**config.mk**
```make
export PLATFORM = sky130hd
export DESIGN_NAME = period_smoother
export DESIGN_NICKNAME = d
export VERILOG_FILES = /design/src/rtl/tuner_pkg.sv /design/src/rtl/period_ring.sv /design/src/rtl/period_smoother.sv
export SDC_FILE = /design/constraint.sdc
export NUM_CORES = 1
export LEC_CHECK = 0
export BUFFER_PORTS_ARGS = -buffer_cell sky130_fd_sc_hd__buf_2
export CORE_MARGIN = 1
export CORE_UTILIZATION = 40
export CTS_BUF_LIST = sky130_fd_sc_hd__clkbuf_2
export CTS_CLUSTER_DIAMETER = 40
export DETAILED_ROUTE_END_ITERATION = 7
export PLACE_DENSITY = 0.63
export SLEW_MARGIN = 20
export SYNTH_ARGS = -nofsm -noshare
export SYNTH_HDL_FRONTEND = slang
export SYNTH_SLANG_ARGS = --single-unit
```
**constraint.sdc**
```tcl
create_clock -name clk -period 5.2 [get_ports clk]
set_input_delay 0.78 -clock clk [delete_from_list [all_inputs] [get_ports clk]]
set_output_delay 0.78 -clock clk [all_outputs]
set_load 0.02 [all_outputs]
```
**src/rtl/tuner_pkg.sv**
```systemverilog
// Shared definitions for the tuner datapath: default sample width,
// default silence timeout, idle counter width and the smoother state encoding.
package tuner_pkg;

    localparam int PERIOD_W_DEF    = 34;
    localparam int TIMEOUT_CYC_DEF = 50000000;
    localparam int IDLE_CNT_W      = 34;

    typedef enum logic [1:0] {
        IDLE    = 2'd0,
        ACQUIRE = 2'd1,
        TRACK   = 2'd2
    } state_e;

endpackage

```
**src/rtl/period_ring.sv**
```systemverilog
// N-entry ring of period samples with a running sum.
// clear_i empties the ring, load_i empties it and stores sample_i as entry 0,
// push_i overwrites the oldest entry and keeps sum = sum + new - oldest.
// sum_nxt_o is the sum as it will be after this cycle's operation, so the
// caller can register an average in the same cycle as the push.
module period_ring #(
    parameter int PERIOD_W = 34,
    parameter int AVG_LOG2 = 2
) (
    input  logic                         clk,
    input  logic                         rst,
    input  logic                         clear_i,
    input  logic                         load_i,
    input  logic                         push_i,
    input  logic [PERIOD_W-1:0]          sample_i,
    output logic [PERIOD_W+AVG_LOG2-1:0] sum_nxt_o
);

    localparam int N     = 1 << AVG_LOG2;
    localparam int SUM_W = PERIOD_W + AVG_LOG2;

    logic [PERIOD_W-1:0] entry_q [N];
    logic [PERIOD_W-1:0] entry_d [N];
    logic [AVG_LOG2-1:0] wr_ptr_q, wr_ptr_d;
    logic [SUM_W-1:0]    sum_q, sum_d;
    logic [PERIOD_W-1:0] oldest_s;

    // The write pointer always addresses the oldest entry (zero while filling).
    assign oldest_s  = entry_q[wr_ptr_q];
    assign sum_nxt_o = sum_d;

    // Next-state of the ring contents, pointer and running sum.
    always_comb begin
        entry_d  = entry_q;
        wr_ptr_d = wr_ptr_q;
        sum_d    = sum_q;
        if (clear_i || load_i) begin
            for (int i = 0; i < N; i++) begin
                entry_d[i] = {PERIOD_W{1'b0}};
            end
            if (load_i) begin
                entry_d[0] = sample_i;
                wr_ptr_d   = AVG_LOG2'(1);
                sum_d      = SUM_W'(sample_i);
            end else begin
                wr_ptr_d   = {AVG_LOG2{1'b0}};
                sum_d      = {SUM_W{1'b0}};
            end
        end else if (push_i) begin
            entry_d[wr_ptr_q] = sample_i;
            wr_ptr_d          = wr_ptr_q + AVG_LOG2'(1);
            sum_d             = sum_q + SUM_W'(sample_i) - SUM_W'(oldest_s);
        end else begin
            sum_d = sum_q;
        end
    end

    // Ring storage, pointer and sum registers; reset empties everything.
    always_ff @(posedge clk or negedge rst) begin
        if (!rst) begin
            entry_q  <= '{default: {PERIOD_W{1'b0}}};
            wr_ptr_q <= {AVG_LOG2{1'b0}};
            sum_q    <= {SUM_W{1'b0}};
        end else begin
            entry_q  <= entry_d;
            wr_ptr_q <= wr_ptr_d;
            sum_q    <= sum_d;
        end
    end

endmodule

```
**src/rtl/period_smoother.sv**
```systemverilog
// Period smoother: averages the last N raw period measurements, locks once
// N samples are collected and drops to zero output on silence (a zero
// sample or TIMEOUT_CYC cycles without any sample).
// Optional feature macro PERIOD_OUTLIER_REJECT_EN: while locked, samples
// outside avg +/- avg>>TOL_SHIFT are ignored once, and a second consecutive
// outlier restarts acquisition from that sample.
module period_smoother
    import tuner_pkg::*;
#(
    parameter int PERIOD_W    = PERIOD_W_DEF,
    parameter int AVG_LOG2    = 2,
    parameter int TOL_SHIFT   = 3,
    parameter int TIMEOUT_CYC = TIMEOUT_CYC_DEF
) (
    input  logic                clk,
    input  logic                rst,
    input  logic [PERIOD_W-1:0] period_in,
    input  logic                period_vld,
    output logic [PERIOD_W-1:0] period_out,
    output logic                period_out_vld,
    output logic                locked
);

    localparam int N      = 1 << AVG_LOG2;
    localparam int SUM_W  = PERIOD_W + AVG_LOG2;
    localparam int FILL_W = AVG_LOG2 + 1;

    // A tolerance shift at or beyond the sample width leaves a zero window;
    // such a configuration is not meant to be built and generates nothing.
    if (TOL_SHIFT >= PERIOD_W) begin : g_tol_unsupported
    end

    state_e                state_q, state_d;
    logic [FILL_W-1:0]     fill_q, fill_d;
    logic [PERIOD_W-1:0]   period_out_q, period_out_d;
    logic                  out_vld_q, out_vld_d;
    logic                  locked_q, locked_d;
    logic [IDLE_CNT_W-1:0] idle_cnt_q, idle_cnt_d;
    logic                  sample_s, zero_s, timeout_s, silence_s;
    logic                  ring_clear_s, ring_load_s, ring_push_s;
    logic [SUM_W-1:0]      sum_nxt_s;

    assign sample_s  = period_vld && (period_in != {PERIOD_W{1'b0}});
    assign zero_s    = period_vld && (period_in == {PERIOD_W{1'b0}});
    // A sample on the timeout cycle wins: timeout only fires with no sample.
    assign timeout_s = !period_vld && (idle_cnt_q == IDLE_CNT_W'(TIMEOUT_CYC - 1));
    assign silence_s = zero_s || timeout_s;

`ifdef PERIOD_OUTLIER_REJECT_EN
    logic [1:0]          rej_cnt_q, rej_cnt_d;
    logic [PERIOD_W-1:0] diff_s;
    logic                accept_s;

    assign diff_s   = (period_in >= period_out_q) ? (period_in - period_out_q)
                                                  : (period_out_q - period_in);
    assign accept_s = (diff_s <= (period_out_q >> TOL_SHIFT));
`endif

    // Idle counter: restarts on any sample and after each timeout.
    always_comb begin
        if (period_vld || timeout_s) begin
            idle_cnt_d = {IDLE_CNT_W{1'b0}};
        end else begin
            idle_cnt_d = idle_cnt_q + IDLE_CNT_W'(1);
        end
    end

    // State machine: next state, ring controls and next output values.
    always_comb begin
        state_d      = state_q;
        fill_d       = fill_q;
        period_out_d = period_out_q;
        out_vld_d    = 1'b0;
        ring_clear_s = 1'b0;
        ring_load_s  = 1'b0;
        ring_push_s  = 1'b0;
`ifdef PERIOD_OUTLIER_REJECT_EN
        rej_cnt_d    = rej_cnt_q;
`endif
        if (silence_s) begin
            state_d      = IDLE;
            fill_d       = {FILL_W{1'b0}};
            period_out_d = {PERIOD_W{1'b0}};
            out_vld_d    = (period_out_q != {PERIOD_W{1'b0}});
            ring_clear_s = 1'b1;
`ifdef PERIOD_OUTLIER_REJECT_EN
            rej_cnt_d    = 2'd0;
`endif
        end else if (sample_s) begin
            case (state_q)
                IDLE: begin
                    ring_load_s = 1'b1;
                    fill_d      = FILL_W'(1);
                    state_d     = ACQUIRE;
                end
                ACQUIRE: begin
                    ring_push_s = 1'b1;
                    fill_d      = fill_q + FILL_W'(1);
                    if (fill_q == FILL_W'(N - 1)) begin
                        state_d      = TRACK;
                        period_out_d = PERIOD_W'(sum_nxt_s >> AVG_LOG2);
                        out_vld_d    = 1'b1;
                    end else begin
                        state_d      = ACQUIRE;
                    end
                end
                TRACK: begin
`ifdef PERIOD_OUTLIER_REJECT_EN
                    if (accept_s) begin
                        ring_push_s  = 1'b1;
                        period_out_d = PERIOD_W'(sum_nxt_s >> AVG_LOG2);
                        out_vld_d    = 1'b1;
                        rej_cnt_d    = 2'd0;
                    end else if (rej_cnt_q == 2'd0) begin
                        rej_cnt_d    = rej_cnt_q + 2'd1;
                    end else begin
                        ring_load_s  = 1'b1;
                        fill_d       = FILL_W'(1);
                        state_d      = ACQUIRE;
                        rej_cnt_d    = 2'd0;
                    end
`else
                    ring_push_s  = 1'b1;
                    period_out_d = PERIOD_W'(sum_nxt_s >> AVG_LOG2);
                    out_vld_d    = 1'b1;
`endif
                end
                default: begin
                    state_d      = IDLE;
                    fill_d       = {FILL_W{1'b0}};
                    ring_clear_s = 1'b1;
                end
            endcase
        end else begin
            state_d = state_q;
        end
        locked_d = (state_d == TRACK);
    end

    period_ring #(
        .PERIOD_W (PERIOD_W),
        .AVG_LOG2 (AVG_LOG2)
    ) u_ring (
        .clk       (clk),
        .rst       (rst),
        .clear_i   (ring_clear_s),
        .load_i    (ring_load_s),
        .push_i    (ring_push_s),
        .sample_i  (period_in),
        .sum_nxt_o (sum_nxt_s)
    );

    // Control and output registers.
    always_ff @(posedge clk or negedge rst) begin
        if (!rst) begin
            state_q      <= IDLE;
            fill_q       <= {FILL_W{1'b0}};
            period_out_q <= {PERIOD_W{1'b0}};
            out_vld_q    <= 1'b0;
            locked_q     <= 1'b0;
            idle_cnt_q   <= {IDLE_CNT_W{1'b0}};
        end else begin
            state_q      <= state_d;
            fill_q       <= fill_d;
            period_out_q <= period_out_d;
            out_vld_q    <= out_vld_d;
            locked_q     <= locked_d;
            idle_cnt_q   <= idle_cnt_d;
        end
    end

`ifdef PERIOD_OUTLIER_REJECT_EN
    // Consecutive-outlier counter.
    always_ff @(posedge clk or negedge rst) begin
        if (!rst) begin
            rej_cnt_q <= 2'd0;
        end else begin
            rej_cnt_q <= rej_cnt_d;
        end
    end
`endif

    assign period_out     = period_out_q;
    assign period_out_vld = out_vld_q;
    assign locked         = locked_q;

endmodule

```
==> key figures <==
Status
  • Status: complete, but fails checks
  • Failing checks: DRC

Layout
  • Proportion of layout cells with a drive suffix above 1: 15.2%
  • Post-synthesis to final-layout area growth: 9.82%
  • Filler cells: 3482
  • Final cell area excluding filler cells: 0.0160 sq mm
  • Share of the core filled with cells: 44.9%
  • Net total in the final layout: 1761

Setup path
  • Worst setup path category: flip-flop to flip-flop
  • Startpoint types: flip-flop
  • Total stage count of the critical path: 15
  • Top cell family by delay on the critical path: simple AND/OR/NAND/NOR gates
  • Arrival time of data at the critical path endpoint: 5.52 ns
  • Crit-path max FO: 15
  • Buf/Inv on CP: 3
  • Element type at the critical path end: flip-flop
  • CP Data Required Time: 6.05 ns
  • Worst Reg2Reg Path Length in Cells: 15
  • Slowest stage cell on the critical path: dfrtp_2
  • Peak per-stage delay on the critical path: 0.65 ns
  • Cell chain of the critical path: buf_12 > buf_4 > mux4_2 > fa_1 > inv_1 > ha_1 > nand2_1 > nor3_1 > and4_1 > o21ai_0 > a211oi_1 > a21oi_1 > xnor2_1 > or4_1 > nand3_1

Synth
  • Dominant combinational cell family by area after synthesis: compound AO/OA/AOI/OAI gates
  • Post-synthesis sequential area ratio: 42.6%
  • Mux contribution to synthesized area: 5.45%
  • Number of instances in the synthesized netlist: 1580
  • Number of synthesized register bits: 249
  • Library cells used by synthesis: 70
  • Number of synthesized flops with an enable pin: 0
  • Mapped Avg Cell Area: 9.25 sq um
  • Proportion of register bits with asynchronous set or reset after synthesis: 100%
  • XOR/XNOR Fraction of Synth Area: 3.30%
  • Synthesized netlist net count: 1699
  • Simple-gate share of the synthesized area: 15.2%
  • Cell with the most instances after synthesis: nand2_1
  • Leading cell types by total area after synthesis: dfrtp_1, nand2_1, a21oi_1
  • Most instantiated cells after synthesis: nand2_1, dfrtp_1, a21oi_1, inv_1, nor2_1
  • Library cell with the largest summed area after synthesis: dfrtp_1
  • Adder-cell share of the synthesized area: 8.77%
  • Number of synthesis warnings: 0
  • Cell area after synthesis: 0.0146 sq mm
  • Most instantiated flip-flop cell in the synthesis netlist: dfrtp_1
  • Share of the synthesized area in compound gates (AO/OA/AOI/OAI): 17.4%
  • Fraction of synthesized cell area taken by the top area cell type: 42.6%

Flow run
  • Number of max-cap violations: 0

Placement
  • Number of buffers added on ports: 72
  • HPWL after DPL: 29100 um
  • Placed standard-cell area: 0.0154 sq mm
  • Final RePlAce weighted congestion: 0.964

Clock network
  • CTS tree: built
  • Clk root buf: clkbuf_2
  • Later-pin clock latency in the skew report: 0.92 ns
  • Number of sinks driven by the clock tree: 249
  • Clock transition time at the flip-flop clock pins of the worst setup and hold paths: 0.10 ns
  • Inserted Clock Buffers: 70
  • H-tree depth: 3
  • Post-CTS setup buffers: 0
  • Longest Clk Path Bufs: 3

Worst hold path
  • Path class of the lowest-slack min-delay path: primary input to flip-flop
  • Hold path depth: 2

Die
  • Initial Utilization: 40.9%
  • Die Width: 193 um
  • Die Y: 193 um
  • Standard cell core area: 0.0357 sq mm
  • Cell Rows: 69
  • DIE AREA: 0.0373 sq mm
  • Num ports: 73

STA
  • Setup TNS after final layout: 0 ns
  • Setup Skew: 0.0949 ns
  • Relative slew slack: 37.8%
  • Highest clock frequency the design can meet: 214 MHz
  • Min Tclk post-route: 4.67 ns
  • Final Hold Violating Endpoints: 0
  • Setup repair after global routing missed its margin: no
  • Total count of max-transition violations in the final report: 0
  • Ratio of final minimum period to clock period: 89.8%
  • Total of endpoints with negative setup slack in the final report: 0
  • Transition at the pin with the smallest max-transition slack: 0.930 ns

Routing
  • Final routed DRC violation total: 3
  • Total number of vias: 12100
  • Ratio of routed vias to standard cells: 5.64
  • Final wirelength: 42500 um
  • Routed length per instance: 19.8 um
  • Final antenna-violating net count: 0
  • DRC violation total after the first TritonRoute iteration: 1003
  • Count of TritonRoute iterations in the first routing pass: 8

Pwr
  • Worst voltage drop across the vdd grid: 0.000297 V
  • Sequential fraction of design power: 24.3%
  • Net Sw Frac: 48.9%
  • NetSw: 0.00570 W
  • Clk network pwr share: 13.0%
  • Pwr per Cell Area: 728 mW/mm^2
  • Combinational Power Share: 62.7%
  • Internal power of the cells: 0.00597 W
  • Leakage: 7.54 nW

Global routing
  • Grt ovf: 0
  • Antenna violations before repair: 2
  • First-pass GRT wire length: 67800 um
  • Overall Global Routing Usage: 23.6%
  • Number of global-route vias before repair: 12000
  • Maximum number of pins on one net before global-route repair: 118
cell usage in the layout, fill, tap and decap left out, types with 16 or more instances in the layout:
cell,instances
fa_1,34
nand3_1,32
buf_4,27
xor2_1,30
clkbuf_2,89
mux4_2,34
a22o_1,52
and3_1,19
xnor2_1,25
buf_2,71
nand2_1,285
ha_1,48
a21o_1,20
clkinv_1,16
dfrtp_1,247
nor2_1,69
inv_1,148
nor3_1,18
o21ai_0,56
a21oi_1,162
what timing repair did:
item,4_1_cts,5_1_grt
endpoints found under the hold margin,60,0
hold buffers,1,0
gates resized for setup,0,0
setup endpoints to repair,0,0
worst register-to-register path, stage by stage, from the launching register on:
cell,delay [ns]
dfrtp_2,0.65
buf_12,0.23
buf_4,0.28
mux4_2,0.55
fa_1,0.49
inv_1,0.04
ha_1,0.41
nand2_1,0.12
nor3_1,0.23
and4_1,0.21
o21ai_0,0.14
a211oi_1,0.40
a21oi_1,0.15
xnor2_1,0.19
or4_1,0.48
nand3_1,0.08
power groups by stage:
stage	logic, W	registers [W]	clock network, W
floorplan	0.00531	0.00280	0
global placement	0.00712	0.00286	0
detailed placement	0.00716	0.00286	0
CTS	0.00722	0.00283	0.00157
global route	0.00811	0.00290	0.00167
finish	0.00732	0.00284	0.00152
registers in the layout, summed over array words and instances, names as in the netlist:
register / cells
period_out: 34
u_ring.entry_q: 136
u_ring.sum_q: 36
period_out_vld: 1
locked: 1
fill_q: 3
u_ring.wr_ptr_q: 2
idle_cnt_q: 34
state_q: 2
cells by family after synthesis:
logic type      count (synthesis)
compound gates                397
xor+xnor                       55
fa+ha+maj                      82
buf+inv                       262
flops                         249
mux                            37
simple gates                  498
final cells by class:
class	count	area (sq um)	share of cell area [%]
clock inverter	27	213	1.33
tap	461	577	3.59
inverter	149	559	3.49
multi-input combinational	1069	7370	46.0
timing repair buffer	103	643	4.01
antenna	1	2.50	0.0156
clock buffer	89	445	2.78
sequential	249	6230	38.8
metrics by stage:
stage	std cells	worst slack, ns	power [W]	hold slack [ns]
detailed placement	2030	0.554	0.0100	0.482
finish	2148	0.530	0.0117	0.114
CTS	2147	0.536	0.0116	0.0392
global placement	2030	0.635	0.00998	0.475
floorplan	1580	0.569	0.00812	0.448
global route	2148	0.185	0.0127	0.0787
routing by layer:
metal  track usage (%)  part of all wire, %  vias up
met5                 0                    0        -
met4              8.47                  2.8        0
met3              4.69                  7.4       73
met2              36.1                   45      473
met1              33.3                   45     5972
li1                  -                    -     5590
worst paths after layout:
| path | from | endpoint | slack, ns |
|---|---|---|---|
| min in group asynchronous | rst | idle_cnt_q[14]$_DFF_PN0_ | 0.50 |
| hold / removal | period_vld | idle_cnt_q[6]$_DFF_PN0_ | 0.11 |
| setup reg to reg | u_ring.wr_ptr_q[0]$_DFFE_PN0P_ | period_out[33]$_DFFE_PN0P_ | 0.53 |
| max in group asynchronous | rst | u_ring.entry_q[3]$_DFFE_PN0P_ | 3.53 |
| hold reg to reg | idle_cnt_q[0]$_DFF_PN0_ | idle_cnt_q[0]$_DFF_PN0_ | 0.50 |
| setup / recovery | u_ring.wr_ptr_q[0]$_DFFE_PN0P_ | period_out[33]$_DFFE_PN0P_ | 0.53 |
Power figures use the tool's default switching activity.
